$ cat config.mk
export PLATFORM = sky130hd
export DESIGN_NAME = uart_tx_frame
export DESIGN_NICKNAME = d
export VERILOG_FILES = /design/src/rtl/uart_tx_frame.sv
export SDC_FILE = /design/constraint.sdc
export NUM_CORES = 1
export LEC_CHECK = 0
export BUFFER_PORTS_ARGS = -buffer_cell sky130_fd_sc_hd__buf_2
export CAP_MARGIN = 5
export CORE_MARGIN = 10
export CORE_UTILIZATION = 50
export DETAILED_ROUTE_END_ITERATION = 12
export GPL_ROUTABILITY_DRIVEN = 0
export GPL_TIMING_DRIVEN = 0
export HOLD_SLACK_MARGIN = 0.02
export PLACE_DENSITY = 0.68
export SYNTH_ARGS = -nofsm -noshare
export SYNTH_HDL_FRONTEND = slang
export SYNTH_SLANG_ARGS = --single-unit
$ cat constraint.sdc
create_clock -name clk -period 5.6 [get_ports clk]
set_input_delay 1.12 -clock clk [delete_from_list [all_inputs] [get_ports clk]]
set_output_delay 1.12 -clock clk [all_outputs]
set_load 0.02 [all_outputs]
$ cat src/rtl/uart_tx_frame.sv
// uart_tx_frame: sends a sync header and one frame of pixel bytes from a frame buffer over an 8N1 UART.
// Define UART_TX_CHECKSUM_EN to append an XOR checksum of the pixel bytes after the last pixel.
module uart_tx_frame #(
    parameter int                    DATA_WIDTH  = 8,
    parameter int                    IMG_WIDTH   = 176,
    parameter int                    IMG_HEIGHT  = 240,
    parameter int                    ADDR_WIDTH  = $clog2(IMG_WIDTH * IMG_HEIGHT),
    parameter int                    SAMPLING    = 16,
    parameter logic [DATA_WIDTH-1:0] HEADER_BYTE = 8'hAA
) (
    input  logic                  clk,
    input  logic                  reset,
    input  logic                  b_tick,
    input  logic                  tx_start,
    output logic                  fb_re,
    output logic [ADDR_WIDTH-1:0] fb_rAddr,
    input  logic [15:0]           fb_rData,
    output logic                  tx,
    output logic                  tx_busy,
    output logic                  frame_tx_done
);

    localparam int                    NUM_PIX   = IMG_WIDTH * IMG_HEIGHT;
    localparam logic [ADDR_WIDTH-1:0] LAST_ADDR = ADDR_WIDTH'(NUM_PIX - 1);
    localparam int                    TICK_W    = $clog2(SAMPLING);
    localparam logic [TICK_W-1:0]     TICK_LAST = TICK_W'(SAMPLING - 1);
    localparam int                    BIT_W     = $clog2(DATA_WIDTH);
    localparam logic [BIT_W-1:0]      BIT_LAST  = BIT_W'(DATA_WIDTH - 1);

    typedef enum logic [2:0] {
        IDLE,
        SEND_HDR,
        FETCH,
        WAIT_RD,
        SEND_PIX,
`ifdef UART_TX_CHECKSUM_EN
        SEND_CSUM,
`endif
        DONE
    } frame_state_t;

    typedef enum logic [1:0] {
        S_IDLE,
        S_START,
        S_DATA,
        S_STOP
    } ser_state_t;

    frame_state_t          state;
    ser_state_t            ser_state;
    logic                  ser_load;
    logic [DATA_WIDTH-1:0] ser_byte;
    logic [DATA_WIDTH-1:0] shreg;
    logic [TICK_W-1:0]     tick_cnt;
    logic [BIT_W-1:0]      bit_idx;
    logic                  ser_accept;
    logic                  tick_last;
    logic                  byte_done;
    logic                  unused_fb_hi;
`ifdef UART_TX_CHECKSUM_EN
    logic [DATA_WIDTH-1:0] checksum;
`endif

    // A pending byte is taken only on a b_tick so that the start bit lasts exactly SAMPLING ticks.
    assign ser_accept   = (ser_state == S_IDLE) && ser_load && b_tick;
    assign tick_last    = b_tick && (tick_cnt == TICK_LAST);
    assign byte_done    = (ser_state == S_STOP) && tick_last;
    assign unused_fb_hi = ^fb_rData[15:DATA_WIDTH];

    // Frame sequencer: header, pixels fetched one at a time, optional checksum.
    always_ff @(posedge clk or posedge reset) begin
        if (reset) begin
            state         <= IDLE;
            fb_re         <= 1'b0;
            fb_rAddr      <= '0;
            tx_busy       <= 1'b0;
            frame_tx_done <= 1'b0;
            ser_load      <= 1'b0;
            ser_byte      <= '0;
`ifdef UART_TX_CHECKSUM_EN
            checksum      <= '0;
`endif
        end else begin
            // NOTE: pulse outputs default low every cycle, so a state can only raise them for one cycle.
            fb_re         <= 1'b0;
            frame_tx_done <= 1'b0;
            if (ser_accept) begin
                ser_load <= 1'b0;
            end

            case (state)
                IDLE: begin
                    if (tx_start) begin
                        state    <= SEND_HDR;
                        tx_busy  <= 1'b1;
                        ser_load <= 1'b1;
                        ser_byte <= HEADER_BYTE;
                        fb_rAddr <= '0;
`ifdef UART_TX_CHECKSUM_EN
                        checksum <= '0;
`endif
                    end
                end
                SEND_HDR: begin
                    if (byte_done) begin
                        state <= FETCH;
                        fb_re <= 1'b1;
                    end
                end
                FETCH: begin
                    state <= WAIT_RD;
                end
                WAIT_RD: begin
                    ser_byte <= fb_rData[DATA_WIDTH-1:0];
                    ser_load <= 1'b1;
`ifdef UART_TX_CHECKSUM_EN
                    checksum <= checksum ^ fb_rData[DATA_WIDTH-1:0];
`endif
                    state    <= SEND_PIX;
                end
                SEND_PIX: begin
                    if (byte_done) begin
                        if (fb_rAddr == LAST_ADDR) begin
                            fb_rAddr <= '0;
`ifdef UART_TX_CHECKSUM_EN
                            state    <= SEND_CSUM;
                            ser_load <= 1'b1;
                            ser_byte <= checksum;
`else
                            state         <= DONE;
                            frame_tx_done <= 1'b1;
                            tx_busy       <= 1'b0;
`endif
                        end else begin
                            fb_rAddr <= fb_rAddr + ADDR_WIDTH'(1);
                            state    <= FETCH;
                            fb_re    <= 1'b1;
                        end
                    end
                end
`ifdef UART_TX_CHECKSUM_EN
                SEND_CSUM: begin
                    if (byte_done) begin
                        state         <= DONE;
                        frame_tx_done <= 1'b1;
                        tx_busy       <= 1'b0;
                    end
                end
`endif
                DONE: begin
                    state <= IDLE;
                end
                default: begin
                    state <= IDLE;
                end
            endcase
        end
    end

    // Byte serializer: start bit, LSB-first data, stop bit, each held for SAMPLING b_ticks.
    always_ff @(posedge clk or posedge reset) begin
        if (reset) begin
            ser_state <= S_IDLE;
            tx        <= 1'b1;
            shreg     <= '0;
            tick_cnt  <= '0;
            bit_idx   <= '0;
        end else begin
            case (ser_state)
                S_IDLE: begin
                    tx <= 1'b1;
                    if (ser_accept) begin
                        shreg     <= ser_byte;
                        tick_cnt  <= '0;
                        ser_state <= S_START;
                        tx        <= 1'b0;
                    end
                end
                S_START: begin
                    if (tick_last) begin
                        tick_cnt  <= '0;
                        bit_idx   <= '0;
                        ser_state <= S_DATA;
                        tx        <= shreg[0];
                    end else if (b_tick) begin
                        tick_cnt <= tick_cnt + TICK_W'(1);
                    end
                end
                S_DATA: begin
                    if (tick_last) begin
                        tick_cnt <= '0;
                        if (bit_idx == BIT_LAST) begin
                            ser_state <= S_STOP;
                            tx        <= 1'b1;
                        end else begin
                            bit_idx <= bit_idx + BIT_W'(1);
                            shreg   <= shreg >> 1;
                            tx      <= shreg[1];
                        end
                    end else if (b_tick) begin
                        tick_cnt <= tick_cnt + TICK_W'(1);
                    end
                end
                S_STOP: begin
                    if (tick_last) begin
                        tick_cnt  <= '0;
                        ser_state <= S_IDLE;
                    end else if (b_tick) begin
                        tick_cnt <= tick_cnt + TICK_W'(1);
                    end
                end
                default: begin
                    ser_state <= S_IDLE;
                    tx        <= 1'b1;
                end
            endcase
        end
    end

endmodule

==> results of run 1 <==
[layout make-up]
cell class,count,area share
tap,72,0.0286
multi-input combinational,207,0.453
clock buffer,7,0.0274
inverter,12,0.0143
buffer,15,0.0222
sequential,49,0.389
timing repair buffer,32,0.0556
clock inverter,1,0.00953
[per-stage QoR]
stage,total power [mW],hold slack [ps],instances,setup WS (ps)
after detailed placement,0.939,491,387,2930
after floorplan,0.840,466,283,3310
after CTS,1.21,518,395,3220
after global placement,0.921,487,386,2630
after global routing,1.28,530,395,3170
final,1.19,516,395,3230
[power groups by stage]
stage	registers [mW]	clock network (mW)	logic [mW]
2_1_floorplan	0.489	0	0.350
3_3_place_gp	0.497	0	0.424
3_5_place_dp	0.501	0	0.439
4_1_cts	0.494	0.272	0.440
5_1_grt	0.506	0.284	0.492
6_report	0.494	0.261	0.435
[metal layers]
layer | global-route usage | vias up | wire [um]
met2 | 0.241 | 74 | 3080
met3 | 0.0341 | 6 | 456
met1 | 0.203 | 1167 | 3020
li1 | - | 1155 | -
met4 | 0.0443 | 0 | 65
met5 | 0 | - | 0
[registers in the layout, summed over array words and instances (netlist names), 2 cells and up]
register / cells
tick_cnt: 4
state: 3
shreg: 8
ser_state: 2
ser_byte: 8
bit_idx: 3
fb_rAddr: 16
[path summary, 6_finish.rpt]
path                             start      endpoint  slack [ps]  depth (start not counted)
max in group asynchronous        reset            tx        4190                          3
setup / recovery                b_tick  fb_rAddr[11]        3230                          6
hold reg to reg               shreg[7]      shreg[7]         520                          1
setup reg to reg           fb_rAddr[0]  fb_rAddr[15]        3480                          7
min in group asynchronous        reset  fb_rAddr[14]         830                          2
hold / removal                shreg[7]      shreg[7]         520                          1
[worst max-delay path, cell delays in order]
cell and delay (ps):
buf_2 140, and4_1 190, buf_4 170, a41oi_2 550, nor3_2 150, a22o_1 230
[cells by family (layout without fill, tap and decap cells)]
kind of cell / Yosys count / in the layout / synth area share
AOI/OAI and AO/OA: 79 / 79 / 0.206
adders and majority gates: 8 / 8 / 0.0361
buffers and inverters: 27 / 67 / 0.0416
DFF: 49 / 49 / 0.443
muxes: 19 / 19 / 0.0763
and+or+nand+nor: 101 / 101 / 0.197
[placed cells by master (no fill, tap or decap), drive strengths merged, types with 9 or more instances in the layout]
| cell | n |
|---|---|
| nand4 | 9 |
| inv | 12 |
| dfrtp | 48 |
| nor3 | 11 |
| nand2 | 24 |
| nor2 | 20 |
| clkbuf | 13 |
| o21ai | 16 |
| a31oi | 11 |
| mux2 | 17 |
| nand3 | 11 |
| buf | 41 |
==> impl_metrics.csv, run 1 <==
group,metric,value,unit
outcome,status,"complete, no violations",
logic_synthesis,synth_most_common_cell,"dfrtp_1",
detailed_routing,drc,0,
power_and_ir_drop,pwr-share-seq,0.415,
power_and_ir_drop,total_leakage_power,1.42,nW
sta,skew,6.91,ps
final_layout,ff_latch_area,0.00123,mm^2
logic_synthesis,synth_edf_count,0,
floorplanning,io-pin-count,40,
worst_setup_path,path_class,"input pin to flip-flop",
final_layout,final_area,0.00315,mm^2
worst_setup_path,cp.required,5790,ps
clocking,clock_path_buffers,2,
sta,timing.final.crit_share,0.423,
logic_synthesis,ys_seq_area_frac,0.443,
logic_synthesis,synth-async-reset-ratio,1.00,
sta,grt_setup_unrepaired,"no",
clocking,cts_inserted_buffers,5,
final_layout,syn2layout_area_growth,13.8,%
worst_setup_path,crit_arrival,2560,ps
floorplanning,rows,27,
floorplanning,initial_core_util,0.509,
final_layout,nets,350,
power_and_ir_drop,pwr-share-clk,0.219,
clocking,cts_tree,"built",
logic_synthesis,yosysTopAreaCell,"dfrtp_1",
detailed_routing,wirelength,6.62,mm
global_route,grt_pass1_wl,11.3,mm
clocking,cts_resized,0,
placement,dp_hpwl,4.79,mm
sta,setup_violations,0,
clocking,post_cts_buffers,0,
sta,slew_violations,0,
power_and_ir_drop,combPwrFrac,0.366,
power_and_ir_drop,power_density,378,mW/mm^2
global_route,grt_use_total,0.152,
logic_synthesis,synth_area_per_cell,9.79,um^2
final_layout,layout-drive-gt1-share,0.226,
detailed_routing,initialDrtViolationCount,220,
global_route,gr-total-overflow,0,
detailed_routing,vias,2402,
detailed_routing,via_per_inst,6.08,
global_route,antenna_found_initial,0,
worst_setup_path,cp-start-kind,"input pin",
floorplanning,core-area,0.00544,mm^2
global_route,grt_pass1_vias,2325,
floorplanning,dieArea,0.00892,mm^2
clocking,clk_pin_slew,90,ps
floorplanning,die_w,94.4,um
power_and_ir_drop,p_sw_frac,0.335,
clocking,cts-root-buf,"clkbuf_8",
clocking,clk_latency,300,ps
placement,postPlaceCellArea,0.00304,mm^2
final_layout,multi_input_area,0.00143,mm^2
sta,period_needed,2370,ps
logic_synthesis,yosys-top-cells-count,"dfrtp_1 (48), nand2_1 (24), nor2_1 (20)",
sta,worstMarginPinSlew,608,ps
run,maxCapViolations,0,
power_and_ir_drop,peakVddDrop,0.210,mV
logic_synthesis,synthFlopType,"dfrtp_1",
final_layout,final_util,0.579,
placement,numPortBuffers,31,
floorplanning,die_h,94.4,um
worst_setup_path,setup.worst_path.end_class,"flip-flop",
logic_synthesis,ys_ff_latch,49,
sta,fmax,422,MHz
clocking,htree_levels,2,
power_and_ir_drop,internal_power,0.791,mW
detailed_routing,ant_nets,0,
detailed_routing,drt-pass1-iter-count,4,
logic_synthesis,syn_area,0.00277,mm^2
power_and_ir_drop,switching_power,0.399,mW
sta,tns,0,ps
clocking,clock-sinks,49,
final_layout,n_antenna_cell,0,
clocking,ctsHoldBuffers,0,
logic_synthesis,synth_fp_nets,311,
worst_setup_path,critical_path.max_fanout,10,
sta,hold_violations,0,
sta,slew_headroom,0.595,
logic_synthesis,synth.top_cell.area_share,0.434,
global_route,grt_start_max_net_pins,31,
logic_synthesis,yosys_warnings,0,
logic_synthesis,netlist_top_cells_area,"dfrtp_1 (43%), mux2_2 (6.9%), ha_1 (3.6%)",
detailed_routing,avgRoutedWirePerCell,16.8,um
logic_synthesis,synth_cell_types,55,
hold_path,worstHoldPathType,"flip-flop to flip-flop",
logic_synthesis,netlist_instances,283,
final_layout,num-fill-cells,510,
(Power assumes the default switching activity.)
==> run 2, diff against run 1 <==
--- a/config.mk
+++ b/config.mk
@@ -5,6 +5,7 @@
 export SDC_FILE = /design/constraint.sdc
 export NUM_CORES = 1
 export LEC_CHECK = 0
+export ABC_AREA = 1
 export BUFFER_PORTS_ARGS = -buffer_cell sky130_fd_sc_hd__buf_2
 export CAP_MARGIN = 5
 export CORE_MARGIN = 10
==> constraint.sdc (replaced) <==
create_clock -name clk -period 2.43 [get_ports clk]
set_input_delay 0.486 -clock clk [delete_from_list [all_inputs] [get_ports clk]]
set_output_delay 0.486 -clock clk [all_outputs]
set_load 0.02 [all_outputs]
==> impl_metrics.csv, run 2 <==
group,metric,value,unit
global_route,grt_pass1_vias,2230,
logic_synthesis,yosysTopAreaCell,"dfrtp_1",
clocking,clk_latency,300,ps
final_layout,final_cell_mix,"nand2_1 (111), dfrtp_1 (48), inv_1 (34)",
clocking,cts_resized,0,
logic_synthesis,synth_cell_types,36,
logic_synthesis,yosys-top-cells-count,"nand2_1 (111), dfrtp_1 (48), inv_1 (35)",
logic_synthesis,ys_ff_latch,49,
logic_synthesis,netlist_top_cells_area,"dfrtp_1 (43%), nand2_1 (15%), o21ai_0 (5.1%)",
clocking,cts_inserted_buffers,5,
logic_synthesis,synth_most_common_cell,"nand2_1",
sta,grt_setup_unrepaired,"no",
final_layout,final_area,0.00314,mm^2
detailed_routing,wirelength,6.07,mm
placement,numPortBuffers,31,
sta,tns,0,ps
power_and_ir_drop,pwr-share-seq,0.387,
worst_setup_path,path_class,"flip-flop to flip-flop",
sta,period_needed,1760,ps
final_layout,final_common_cell,"nand2_1",
sta,worstMarginPinSlew,555,ps
sta,slew_violations,0,
final_layout,largest_reg_flops,16,
sta,slew_headroom,0.626,
worst_setup_path,crit_arrival,2000,ps
sta,fmax,569,MHz
clocking,htree_levels,2,
logic_synthesis,synth_fp_nets,383,
logic_synthesis,synth-async-reset-ratio,1.00,
logic_synthesis,syn_area,0.00276,mm^2
power_and_ir_drop,peakVddDrop,0.506,mV
global_route,grt_use_total,0.142,
sta,skew,4.47,ps
logic_synthesis,yosys_warnings,0,
sta,setup_violations,0,
final_layout,syn2layout_area_growth,13.8,%
sta,fin_ws,672,ps
worst_setup_path,slowest_delay,420,ps
worst_setup_path,setup.worst_path.end_class,"flip-flop",
logic_synthesis,synth.top_cell.area_share,0.435,
final_layout,layout-drive-gt1-share,0.190,
logic_synthesis,netlist_instances,355,
final_layout,finalNonFillerCells,467,
clocking,cts-root-buf,"clkbuf_8",
outcome,status,"complete, no violations",
logic_synthesis,synth_area_per_cell,7.78,um^2
power_and_ir_drop,p_sw_frac,0.409,
final_layout,reg_top3,"fb_rAddr (16), ser_byte (8), shreg (8)",
worst_setup_path,cp-start-kind,"flip-flop",
final_layout,n_antenna_cell,0,
power_and_ir_drop,switching_power,1.22,mW
clocking,clock_path_buffers,2,
clocking,post_cts_buffers,0,
floorplanning,initial_core_util,0.508,
detailed_routing,via_per_inst,5.11,
power_and_ir_drop,total_leakage_power,1.63,nW
power_and_ir_drop,power_density,947,mW/mm^2
floorplanning,core-area,0.00544,mm^2
floorplanning,rows,27,
hold_path,worstHoldPathType,"input pin to asynchronous set/reset pin",
sta,timing.final.crit_share,0.724,
power_and_ir_drop,fin_total_pwr,2.98,mW
sta,holdWs,143,ps
logic_synthesis,synthFlopType,"dfrtp_1",
worst_setup_path,cpMostUsedCell,"ha_1",
logic_synthesis,synth_edf_count,0,
detailed_routing,vias,2386,
detailed_routing,drt-pass1-iter-count,4,
final_layout,nets,422,
logic_synthesis,ys_seq_area_frac,0.444,
worst_setup_path,critPathSlowestCell,"dfrtp_1",
placement,postPlaceCellArea,0.00303,mm^2
clocking,ctsHoldBuffers,0,
detailed_routing,drc,0,
worst_setup_path,path_cells,"ha_1 -> ha_1 -> or2_1 -> o21ai_1 -> inv_2 -> nor2_4 -> nand3_1 -> nand2_1",
floorplanning,die_w,94.3,um
run,maxCapViolations,0,
placement,dp.cells,459,
power_and_ir_drop,combPwrFrac,0.409,
detailed_routing,ant_nets,0,
worst_setup_path,critical_path.max_fanout,9,
global_route,grt_start_max_net_pins,35,
floorplanning,dieArea,0.00890,mm^2
worst_setup_path,cp.required,2680,ps
detailed_routing,initialDrtViolationCount,108,
detailed_routing,avgRoutedWirePerCell,13.0,um
floorplanning,io-pin-count,40,
placement,post-place-ws,711,ps
final_layout,largest_register,"fb_rAddr",
placement,dp_hpwl,4.63,mm
power_and_ir_drop,pwr-share-clk,0.204,
clocking,clk_pin_slew,90,ps
sta,hold_violations,0,
floorplanning,die_h,94.3,um
clocking,clock-sinks,49,
global_route,grt_pass1_wl,10.4,mm
final_layout,final_util,0.578,
power_and_ir_drop,internal_power,1.76,mW
clocking,cts_tree,"built",
global_route,antenna_found_initial,0,
global_route,gr-total-overflow,0,
-- run 2: final timing paths --
kind,slack [ps],endpoint,cells past startpoint,startpoint
worst max-delay path,670,shreg[7],8,bit_idx[0]
worst min-delay path,140,tick_cnt[0],2,reset
worst max register to register,670,shreg[7],8,bit_idx[0]
worst min register to register,480,tx_busy,2,tx_busy
max in group asynchronous,1730,tx,3,reset
min in group clk,410,ser_byte[7],2,fb_rData[7]
-- run 2: final cells by class --
class | instances | area [um^2]
sequential | 49 | 1230
buffer | 5 | 37.5
clock buffer | 7 | 86.3
tap | 72 | 90.1
inverter | 41 | 154
timing repair buffer | 32 | 175
fill | 526 | 2290
multi-input combinational | 260 | 1340
clock inverter | 1 | 30.0
-- run 2: cell families after synthesis --
family                     share of synthesized area
adders and majority gates                     0.0362
buffers and inverters                         0.0693
xor gates and xnor gates                      0.0127
DFF                                            0.444
AOI/OAI and AO/OA                              0.111
and+or+nand+nor                                0.327
-- run 2: critical path, delay by kind of cell, from the launching register on --
kind,cells,cell delay (ps)
compound gates,1,120
flops,1,420
simple gates,4,630
fa+ha+maj,2,420
buf+inv,1,110
-- run 2: power by group through the flow --
stage	sequential, mW	combinational [mW]	clock (mW)
floorplan	1.17	0.913	0
global placement	1.16	1.19	0
global route	1.18	1.40	0.652
finish	1.15	1.22	0.608
CTS	1.15	1.23	0.623
detailed placement	1.17	1.23	0
-- run 2: routing by layer --
| metal | global-route usage | share of wire | vias up |
|---|---|---|---|
| li1 | - | - | 1222 |
| met1 | 0.180 | 0.47 | 1115 |
| met2 | 0.232 | 0.48 | 39 |
| met3 | 0.0349 | 0.039 | 10 |
| met4 | 0.0430 | 0.015 | 0 |
| met5 | 0 | 0 | - |
